$ cat config.mk
export PLATFORM = sky130hd
export DESIGN_NAME = sat_clause_sequencer
export DESIGN_NICKNAME = d
export VERILOG_FILES = /design/src/rtl/sat_clause_sequencer.sv
export SDC_FILE = /design/constraint.sdc
export NUM_CORES = 1
export LEC_CHECK = 0
export CAP_MARGIN = 20
export CORE_UTILIZATION = 39
export CTS_BUF_LIST = sky130_fd_sc_hd__clkbuf_16
export DETAILED_ROUTE_END_ITERATION = 10
export SKIP_LAST_GASP = 1
export SYNTH_ARGS = -nofsm -noshare
export SYNTH_HDL_FRONTEND = slang
export SYNTH_SLANG_ARGS = --single-unit
$ cat constraint.sdc
create_clock -name clk -period 6.1 [get_ports clk]
set_input_delay 0.915 -clock clk [delete_from_list [all_inputs] [get_ports clk]]
set_output_delay 0.915 -clock clk [all_outputs]
set_load 0.01 [all_outputs]
$ cat src/rtl/sat_clause_sequencer.sv
// rtl/sat_clause_sequencer.sv - clause-table sequencer issuing INIT/LIT/COMMIT/HOLD commands to a CNF accelerator
// Walks literal-pair entries, closes a clause on 'last' or table end, then waits for and captures the result.
module sat_clause_sequencer #(
   parameter int MAX_ENTRIES = 32,
   parameter int RESULT_LAT  = 2
) (
   input  logic        clk,
   input  logic        reset,
   input  logic        wr_en,
   input  logic [4:0]  wr_addr,
   input  logic [12:0] wr_data,
   input  logic        start,
   input  logic [5:0]  num_entries,
   input  logic        outCNF,
   output logic [1:0]  stateVal,
   output logic [4:0]  varPos1,
   output logic [4:0]  varPos2,
   output logic        negCtrl1,
   output logic        negCtrl2,
   output logic        busy,
   output logic        done,
   output logic        sat,
   output logic [5:0]  clause_cnt
);

   localparam logic [2:0] S_IDLE   = 3'd0;
   localparam logic [2:0] S_INIT   = 3'd1;
   localparam logic [2:0] S_LIT    = 3'd2;
   localparam logic [2:0] S_COMMIT = 3'd3;
   localparam logic [2:0] S_DRAIN  = 3'd4;
   localparam logic [2:0] S_DONE   = 3'd5;

   localparam logic [1:0] CMD_INIT   = 2'b00;
   localparam logic [1:0] CMD_LIT    = 2'b01;
   localparam logic [1:0] CMD_COMMIT = 2'b10;
   localparam logic [1:0] CMD_HOLD   = 2'b11;

   localparam logic [5:0] MAX_N      = 6'(MAX_ENTRIES);
   localparam logic [2:0] DRAIN_LAST = 3'(RESULT_LAT - 1);

   logic [12:0] table_mem [MAX_ENTRIES];

   logic [2:0]  state_q, state_d;
   logic [5:0]  ptr_q, ptr_d;
   logic [5:0]  n_q, n_d;
   logic [2:0]  drain_q, drain_d;
   logic [5:0]  cnt_q, cnt_d;
   logic        sat_q, sat_d;
   logic [1:0]  sv_q, sv_d;
   logic [4:0]  var1_q, var1_d, var2_q, var2_d;
   logic        neg1_q, neg1_d, neg2_q, neg2_d;
   logic        busy_q, busy_d;
   logic        done_q, done_d;

   logic [5:0]  ptr_inc;
   logic [12:0] cur_entry, next_entry, lit_entry;

   assign ptr_inc    = ptr_q + 6'd1;
   assign cur_entry  = table_mem[ptr_q[4:0]];
   assign next_entry = table_mem[ptr_inc[4:0]];

   // Table is only writable while idle, so LIT reads never race a write.
   always_ff @(posedge clk) begin
      if (!reset && wr_en && !busy_q) begin
         table_mem[wr_addr] <= wr_data;
      end
   end

   always_comb begin
      state_d   = state_q;
      ptr_d     = ptr_q;
      n_d       = n_q;
      drain_d   = drain_q;
      cnt_d     = cnt_q;
      sat_d     = sat_q;
      lit_entry = '0;
      case (state_q)
         S_IDLE: begin
            if (start) begin
               state_d = S_INIT;
               n_d     = (num_entries > MAX_N) ? MAX_N : num_entries;
               ptr_d   = '0;
               cnt_d   = '0;
            end
         end
         S_INIT: begin
            if (n_q != 6'd0) begin
               state_d   = S_LIT;
               lit_entry = cur_entry;
            end else begin
               state_d = S_DRAIN;
               drain_d = '0;
            end
         end
         S_LIT: begin
            ptr_d = ptr_inc;
            if (cur_entry[12] || (ptr_q == n_q - 6'd1)) begin
               state_d = S_COMMIT;
            end else begin
               state_d   = S_LIT;
               lit_entry = next_entry;
            end
         end
         S_COMMIT: begin
            cnt_d = cnt_q + 6'd1;
            if (ptr_q < n_q) begin
               state_d   = S_LIT;
               lit_entry = cur_entry;
            end else begin
               state_d = S_DRAIN;
               drain_d = '0;
            end
         end
         S_DRAIN: begin
            if (drain_q == DRAIN_LAST) begin
               state_d = S_DONE;
               sat_d   = outCNF;
            end else begin
               drain_d = drain_q + 3'd1;
            end
         end
         S_DONE: begin
            state_d = S_IDLE;
         end
         default: begin
            state_d = S_IDLE;
         end
      endcase
   end

   // Outputs are decoded from the next state so they line up with the state they describe.
   always_comb begin
      sv_d   = CMD_HOLD;
      var1_d = '0;
      var2_d = '0;
      neg1_d = 1'b0;
      neg2_d = 1'b0;
      case (state_d)
         S_INIT:   sv_d = CMD_INIT;
         S_LIT: begin
            sv_d   = CMD_LIT;
            neg2_d = lit_entry[11];
            var2_d = lit_entry[10:6];
            neg1_d = lit_entry[5];
            var1_d = lit_entry[4:0];
         end
         S_COMMIT: sv_d = CMD_COMMIT;
         default:  sv_d = CMD_HOLD;
      endcase
      busy_d = (state_d != S_IDLE);
      done_d = (state_d == S_DONE);
   end

   always_ff @(posedge clk) begin
      if (reset) begin
         state_q <= S_IDLE;
         ptr_q   <= '0;
         n_q     <= '0;
         drain_q <= '0;
         cnt_q   <= '0;
         sat_q   <= 1'b0;
         sv_q    <= CMD_HOLD;
         var1_q  <= '0;
         var2_q  <= '0;
         neg1_q  <= 1'b0;
         neg2_q  <= 1'b0;
         busy_q  <= 1'b0;
         done_q  <= 1'b0;
      end else begin
         state_q <= state_d;
         ptr_q   <= ptr_d;
         n_q     <= n_d;
         drain_q <= drain_d;
         cnt_q   <= cnt_d;
         sat_q   <= sat_d;
         sv_q    <= sv_d;
         var1_q  <= var1_d;
         var2_q  <= var2_d;
         neg1_q  <= neg1_d;
         neg2_q  <= neg2_d;
         busy_q  <= busy_d;
         done_q  <= done_d;
      end
   end

   assign stateVal   = sv_q;
   assign varPos1    = var1_q;
   assign varPos2    = var2_q;
   assign negCtrl1   = neg1_q;
   assign negCtrl2   = neg2_q;
   assign busy       = busy_q;
   assign done       = done_q;
   assign sat        = sat_q;
   assign clause_cnt = cnt_q;

endmodule

==> impl_metrics.csv, run 1 <==
group,metric,value,unit
sta,min_period_over_period,62.4,%
pwr,p_leak,0.00748,uW
detailed_routing,first_pass_iters,5,
setup_path,crit_path_end_kind,"register",
die,core,54200,um2
global_routing,grt_pass1_vias,12900,
sta,rsz0062_at_grt,"no",
pwr,powerDensity,285,nW/um2
synth,syn_avg_cell_area,17.2,um2
sta,holdWs,0.486,ns
die,row_count,85,
clock_tree,htreeDepth,2,
die,die_y,237,um
global_routing,grt-ovfl-total,0,
detailed_routing,routed_wl,61900,um
die,io_pins,52,
synth,synth-simple-area-share,6.15,%
sta,slew_violations,0,
synth,yosysMostFrequentCell,"edfxtp_1",
setup_path,start_kind,"register",
global_routing,antenna_found_initial,1,
die,start_util,39.8,%
setup_path,critical_path_arrival,4.29,ns
global_routing,grt_pass1_wl,90200,um
run,cap_viol_max_count,0,
detailed_routing,via_count,12900,
clock_tree,cts_buffers,51,
detailed_routing,drt-vias-per-instance,6.24,
synth,yosys.area_share.adder,0.637,%
clock_tree,clk_latency,0.59,ns
synth,yosys_most_used_dff,"edfxtp_1",
synth,yosys-top-cells-count,"edfxtp_1 (416), mux4_2 (177), nor2_1 (77), nand2_1 (74), a22oi_1 (50)",
pwr,finalPower,6990,uW
synth,synth_top_area_share,57.8,%
detailed_routing,ant_nets,0,
global_routing,grt_max_degree,60,
setup_path,critPathSlowestCell,"dfxtp_4",
placed_design,dp_hpwl,39400,um
sta,tightest_slew,1.19,ns
sta,clock.fmax,0.263,GHz
clock_tree,ctsResizeCount,0,
clock_tree,cts_tree,"yes",
setup_path,cp_top_family,"flip-flops",
clock_tree,cts_setup_buffers,0,
setup_path,crit_type,"reg2reg",
cells_and_area,nets,1371,
cells_and_area,drive_above_1_share,24.8,%
synth,async_flop_share,0,%
sta,fin_crit,3.81,ns
clock_tree,clockBufferDepth,3,
synth,ys_warn_count,0,
min_path,min-delay-path-class,"reg2reg",
sta,finalHoldViolations,0,
pwr,peakVddDrop,0.196,mV
synth,ys_seq_area_share,62.1,%
synth,synth_top_family_by_area,"multiplexers",
clock_tree,clock-sinks,462,
sta,final.setup_skew,0.0179,ns
detailed_routing,drc,0,
setup_path,cp.buffers_inverters,1,
cells_and_area,area_delta_synth_final,13.6,%
placed_design,portBuffers,51,
sta,final-setup-viol-count,0,
synth,synth_area_leader_cell,"edfxtp_1",
status,status,"complete, no violations",
detailed_routing,routedWlPerCell,30.0,um
placed_design,place_congestion,0.898,
setup_path,worstPathMaxFanout,42,
sta,max-slew-margin-rel,20.5,%
die,dieArea,56400,um2
setup_path,path_cells,"ha_4, buf_4, mux4_2, and2_1, a221oi_1, a2111o_1, nor4_1, o21a_1",
synth,synth_area_leaders,"edfxtp_1 (58%), mux4_2 (18%), dfxtp_1 (4.3%)",
clock_tree,cts_hold_buf,0,
setup_path,critPathMaxStageDelay,0.86,ns
cells_and_area,diodes,0,
synth,synth_xor_area_share,0.446,%
sta,fin_tns_setup,0,ns
synth,synth_compound_gate_area_share,5.65,%
synth,synth_area,21600,um2
synth,synthesis.nets,1300,
detailed_routing,drtIter0Drc,1560,
synth,synth-edff-count,416,
synth,synth_seq_cells,462,
synth,syn_inst,1260,
synth,synth_mux_area_share,21.9,%
die,die-width,237,um
clock_tree,cts-root-buf,"clkbuf_16",
setup_path,crit_required,6.58,ns
clock_tree,clk_pin_slew_worst_paths,0.06,ns
global_routing,grt_usage,22.2,%
synth,synth_cell_type_count,59,
cells_and_area,final_util,45.3,%
==> path summary, 6_finish.rpt <==
| check | startpoint | end | slack, ns | cells after the start |
|---|---|---|---|---|
| worst min register to register | drain_q[2]$_SDFFE_PP0P_ | drain_q[2]$_SDFFE_PP0P_ | 0.49 | 2 |
| worst max-delay path | ptr_q[0]$_SDFFE_PP0P_ | varPos1[1]$_SDFF_PP0_ | 2.29 | 8 |
| worst min-delay path | drain_q[2]$_SDFFE_PP0P_ | drain_q[2]$_SDFFE_PP0P_ | 0.49 | 2 |
| worst max register to register | ptr_q[0]$_SDFFE_PP0P_ | varPos1[1]$_SDFF_PP0_ | 2.29 | 8 |
==> cell families (layout without fill, tap and decap cells) <==
group / count (synthesis) / in the layout
DFF: 462 / 462
adders and majority gates: 11 / 11
xor gates and xnor gates: 11 / 11
buffers and inverters: 107 / 214
and+or+nand+nor: 273 / 273
muxes: 226 / 226
AOI/OAI and AO/OA: 170 / 170
==> cell usage in the layout (no fill, tap or decap), drive strengths merged, types with 3 or more instances in the layout <==
| cell type | Yosys | final |
|---|---|---|
| clkbuf | 35 | 51 |
| nand2 | 74 | 74 |
| a221oi | 33 | 33 |
| or3b | 3 | 3 |
| edfxtp | 416 | 416 |
| a211oi | 9 | 9 |
| nand3 | 17 | 17 |
| xnor2 | 7 | 7 |
| nor2b | 9 | 9 |
| inv | 11 | 21 |
| nand4 | 5 | 5 |
| a2111o | 3 | 3 |
| ha | 11 | 11 |
| clkdlybuf4s50 | 0 | 51 |
| mux4 | 193 | 193 |
| o21ai | 8 | 8 |
| o21a | 12 | 12 |
| and2 | 23 | 23 |
| nor2 | 77 | 77 |
| nand3b | 5 | 5 |
| nor3b | 8 | 8 |
| or3 | 4 | 4 |
| nor4 | 19 | 19 |
| buf | 59 | 63 |
| a21oi | 42 | 42 |
| or2 | 3 | 3 |
| clkinv | 0 | 17 |
| clkinvlp | 0 | 4 |
| mux2i | 31 | 31 |
| nand2b | 5 | 5 |
| nor3 | 15 | 15 |
| bufinv | 0 | 7 |
| a22oi | 50 | 50 |
| xor2 | 4 | 4 |
| dfxtp | 46 | 46 |
| o2111ai | 3 | 3 |
==> state kept, by name, summed over array words and instances, names as in the netlist, named ones only <==
name and flops:
varPos1 5, negCtrl1 1, busy 1, ptr_q 6, varPos2 5, drain_q 3
clause_cnt 6, sat 1, n_q 6, negCtrl2 1, table_mem 416, done 1
stateVal 2, state_q 3
==> where the power goes <==
part | internal [uW] | total, uW | leakage, uW | switching, uW
clock network | 1810 | 3070 | 0.000835 | 1260
logic | 173 | 416 | 0.00253 | 244
registers | 3470 | 3500 | 0.00412 | 32.1
total | 5450 | 6990 | 0.00748 | 1540
==> layer usage <==
metal	vias up	global-route usage, %	wire length (um)
met3	113	4.24	5290
met2	595	34.9	29200
met4	0	8.58	2220
met1	6789	30.5	25200
li1	5372	-	-
met5	-	0	0
==> cell type report <==
class	instances	area [um2]
fill	4615	29700
clock buffer	51	1280
timing repair buffer	114	983
sequential	462	13400
multi-input combinational	691	7580
inverter	11	41.3
clock inverter	38	370
tap	696	871
==> per-stage QoR <==
step	area (um2)	std cells	worst slack, ns
4_1_cts	24500	2063	2.26
6_report	24500	2063	2.29
2_1_floorplan	21600	1260	3.56
5_1_grt	24500	2063	2.07
3_3_place_gp	22900	1969	1.54
3_5_place_dp	22900	1974	1.86
==> worst register-to-register path: cells and delay by family (launching register included) <==
family / cells / cell delay [ns]
fa+ha+maj: 1 / 0.72
simple gates: 2 / 0.21
buf+inv: 1 / 0.64
flops: 1 / 0.86
mux: 1 / 0.44
compound gates: 3 / 0.84
No activity file was read; power rests on OpenSTA's default activity.
==> run 2: changes to the inputs <==
==> constraint.sdc (replaced) <==
create_clock -name clk -period 3.6 [get_ports clk]
set_input_delay 0.54 -clock clk [delete_from_list [all_inputs] [get_ports clk]]
set_output_delay 0.54 -clock clk [all_outputs]
set_load 0.01 [all_outputs]
==> run 2 against run 1 <==
- flip-flop and latch count unchanged
- maximum frequency rose by 27%
- via count increased by 1.2%
- count of clock-buffer cells in the layout stayed put
- sequential power rose by 69%
- clock skew rose by 0.0039 ns
- clock power grew 64%
- cell count is 2.2% higher
- non-clock buffer count is 40 higher
- routed wire length down 0.80%
- register-to-register slack got worse by 1.7 ns
==> impl_metrics.csv, run 2 (synthesis gave the netlist of run 1 again) <==
group,metric,value,unit
cells_and_area,final_common_cell,"edfxtp_1",
run,cap_viol_max_count,0,
global_routing,grt_pass1_wl,89700,um
setup_path,critPathSlowestCell,"dfxtp_4",
setup_path,critPathMaxStageDelay,0.66,ns
pwr,clkPwrFrac,43.0,%
detailed_routing,drt-vias-per-instance,6.18,
sta,fin_tns_setup,0,ns
global_routing,antenna_found_initial,1,
global_routing,grt_pass1_vias,13100,
detailed_routing,first_pass_iters,5,
sta,final-setup-viol-count,0,
sta,finalHoldViolations,0,
clock_tree,cts_hold_buf,0,
sta,final.setup_skew,0.0218,ns
setup_path,critical_path_arrival,3.47,ns
pwr,powerDensity,466,nW/um2
pwr,swShare,22.4,%
global_routing,grt-ovfl-total,0,
cells_and_area,drive_above_1_share,26.4,%
clock_tree,clock-sinks,462,
pwr,switchingPower,2610,uW
die,die_y,237,um
cells_and_area,layout_common_cells,"edfxtp_1 (416), mux4_2 (177), buf_4 (86)",
clock_tree,clk_pin_slew_worst_paths,0.06,ns
placed_design,portBuffers,51,
setup_path,crit_path_end_kind,"register",
setup_path,cp-startpoint,"ptr_q[0]$_SDFFE_PP0P_",
die,row_count,85,
clock_tree,clk_latency,0.61,ns
sta,fin_crit,2.99,ns
pwr,peakVddDrop,0.357,mV
cells_and_area,area_delta_synth_final,15.8,%
detailed_routing,routed_wl,61400,um
setup_path,cp-endpoint,"varPos2[3]$_SDFF_PP0_",
setup_path,r2r_cells,7,
global_routing,grt_max_degree,49,
pwr,combPwrFrac,6.2,%
sta,max-slew-margin-rel,29.2,%
clock_tree,cts_tree,"yes",
sta,rsz0062_at_grt,"no",
pwr,power_frac_seq,50.8,%
clock_tree,cts-root-buf,"clkbuf_16",
min_path,min-delay-path-class,"reg2reg",
setup_path,crit_required,4.09,ns
min_path,whs_path_depth,2,
setup_path,cp.buffers_inverters,0,
sta,min_period_over_period,83.0,%
sta,tightest_slew,1.06,ns
global_routing,grt_usage,22.0,%
setup_path,start_kind,"register",
sta,slew_violations,0,
setup_path,crit_type,"reg2reg",
cells_and_area,nets,1410,
die,die-width,237,um
clock_tree,ctsResizeCount,0,
setup_path,r2r_setup_slack,0.61,ns
setup_path,r2r_end,"varPos2[3]$_SDFF_PP0_",
die,core,54200,um2
detailed_routing,routedWlPerCell,29.1,um
setup_path,path_depth,7,
die,dieArea,56400,um2
placed_design,place_congestion,0.854,
placed_design,dp_hpwl,39200,um
die,start_util,39.8,%
pwr,internal_power,9050,uW
die,io_pins,52,
placed_design,place_ws,0.633,ns
clock_tree,clockBufferDepth,3,
clock_tree,cts_setup_buffers,0,
detailed_routing,drtIter0Drc,1414,
setup_path,path_cells,"ha_4, mux4_1, and2_1, a221oi_1, or4_1, nor4_1, o21a_1",
clock_tree,cts_buffers,50,
detailed_routing,ant_nets,0,
cells_and_area,regMostFlops,"table_mem",
setup_path,worstPathMaxFanout,25,
status,status,"complete, no violations",
setup_path,cp_top_family,"compound AO/OA/AOI/OAI gates",
cells_and_area,fillers,4637,
cells_and_area,largest_reg_flops,416,
sta,clock.fmax,0.335,GHz
sta,layout_setup_ws,0.611,ns
detailed_routing,via_count,13000,
clock_tree,htreeDepth,2,
pwr,p_leak,0.00776,uW
detailed_routing,drc,0,
setup_path,reg2reg_from,"ptr_q[0]$_SDFFE_PP0P_",
## run 2: cell types whose count changed in the layout (fill, tap and decap cells not counted), sizes merged
cell      before  now
bufinv         7    4
clkinvlp       4    0
clkinv        17   19
buf           63  102
clkbuf        51   52
diode          0    2
inv           21   29
## run 2: tightest hold or removal path, stage by stage (launching register included)
cell and delay (ns):
dfxtp_1 0.33, mux2i_1 0.06, nor2_1 0.07
## run 2: how the worst min path moves through the flow
stage                                           from                    endpoint  slack, ns
after CTS                    drain_q[2]$_SDFFE_PP0P_     drain_q[2]$_SDFFE_PP0P_       0.50
after global routing      clause_cnt[4]$_SDFFE_PP0P_  clause_cnt[4]$_SDFFE_PP0P_       0.53
after global placement       drain_q[2]$_SDFFE_PP0P_     drain_q[2]$_SDFFE_PP0P_       0.47
final                               sat$_SDFFE_PP0P_            sat$_SDFFE_PP0P_       0.49
after floorplan              drain_q[2]$_SDFFE_PP0P_     drain_q[2]$_SDFFE_PP0P_       0.46
after detailed placement     drain_q[2]$_SDFFE_PP0P_     drain_q[2]$_SDFFE_PP0P_       0.48
## run 2: cell type report
type / instances / area, um2 / share of cell area [%]
multi-input cells: 691 / 7600 / 30.4
clock buffers: 51 / 1280 / 5.10
clock inverters: 41 / 307 / 1.22
flip-flops and latches: 462 / 13400 / 53.6
repair buffers: 154 / 1510 / 6.02
diodes: 2 / 5.00 / 0.0200
inverters: 11 / 41.3 / 0.165
well taps: 696 / 871 / 3.48
## run 2: through the flow
step	instance area (um2)	util, %	instances	hold slack [ns]	total power [uW]
4_1_cts	25000	46.0	2104	0.497	11700
2_1_floorplan	21600	-	1260	0.458	6460
6_report	25000	46.1	2108	0.493	11700
3_3_place_gp	23300	43.0	2009	0.469	6730
5_1_grt	25000	46.1	2106	0.534	12000
3_5_place_dp	23400	43.1	2012	0.485	6750
## run 2: routing by layer
metal,GRT usage (%),vias to the layer above,routed length [um]
met5,0,-,10
li1,-,5449,-
met2,35.3,648,29200
met4,8.02,2,2110
met3,3.39,118,4540
met1,30.6,6805,25500
## run 2: power groups by stage
stage / Clock, uW / Sequential, uW / Combinational, uW
after global placement: 0 / 6030 / 701
after CTS: 5100 / 5920 / 718
after detailed placement: 0 / 6030 / 715
final: 5020 / 5920 / 721
after floorplan: 0 / 6010 / 456
after global routing: 5300 / 5920 / 769
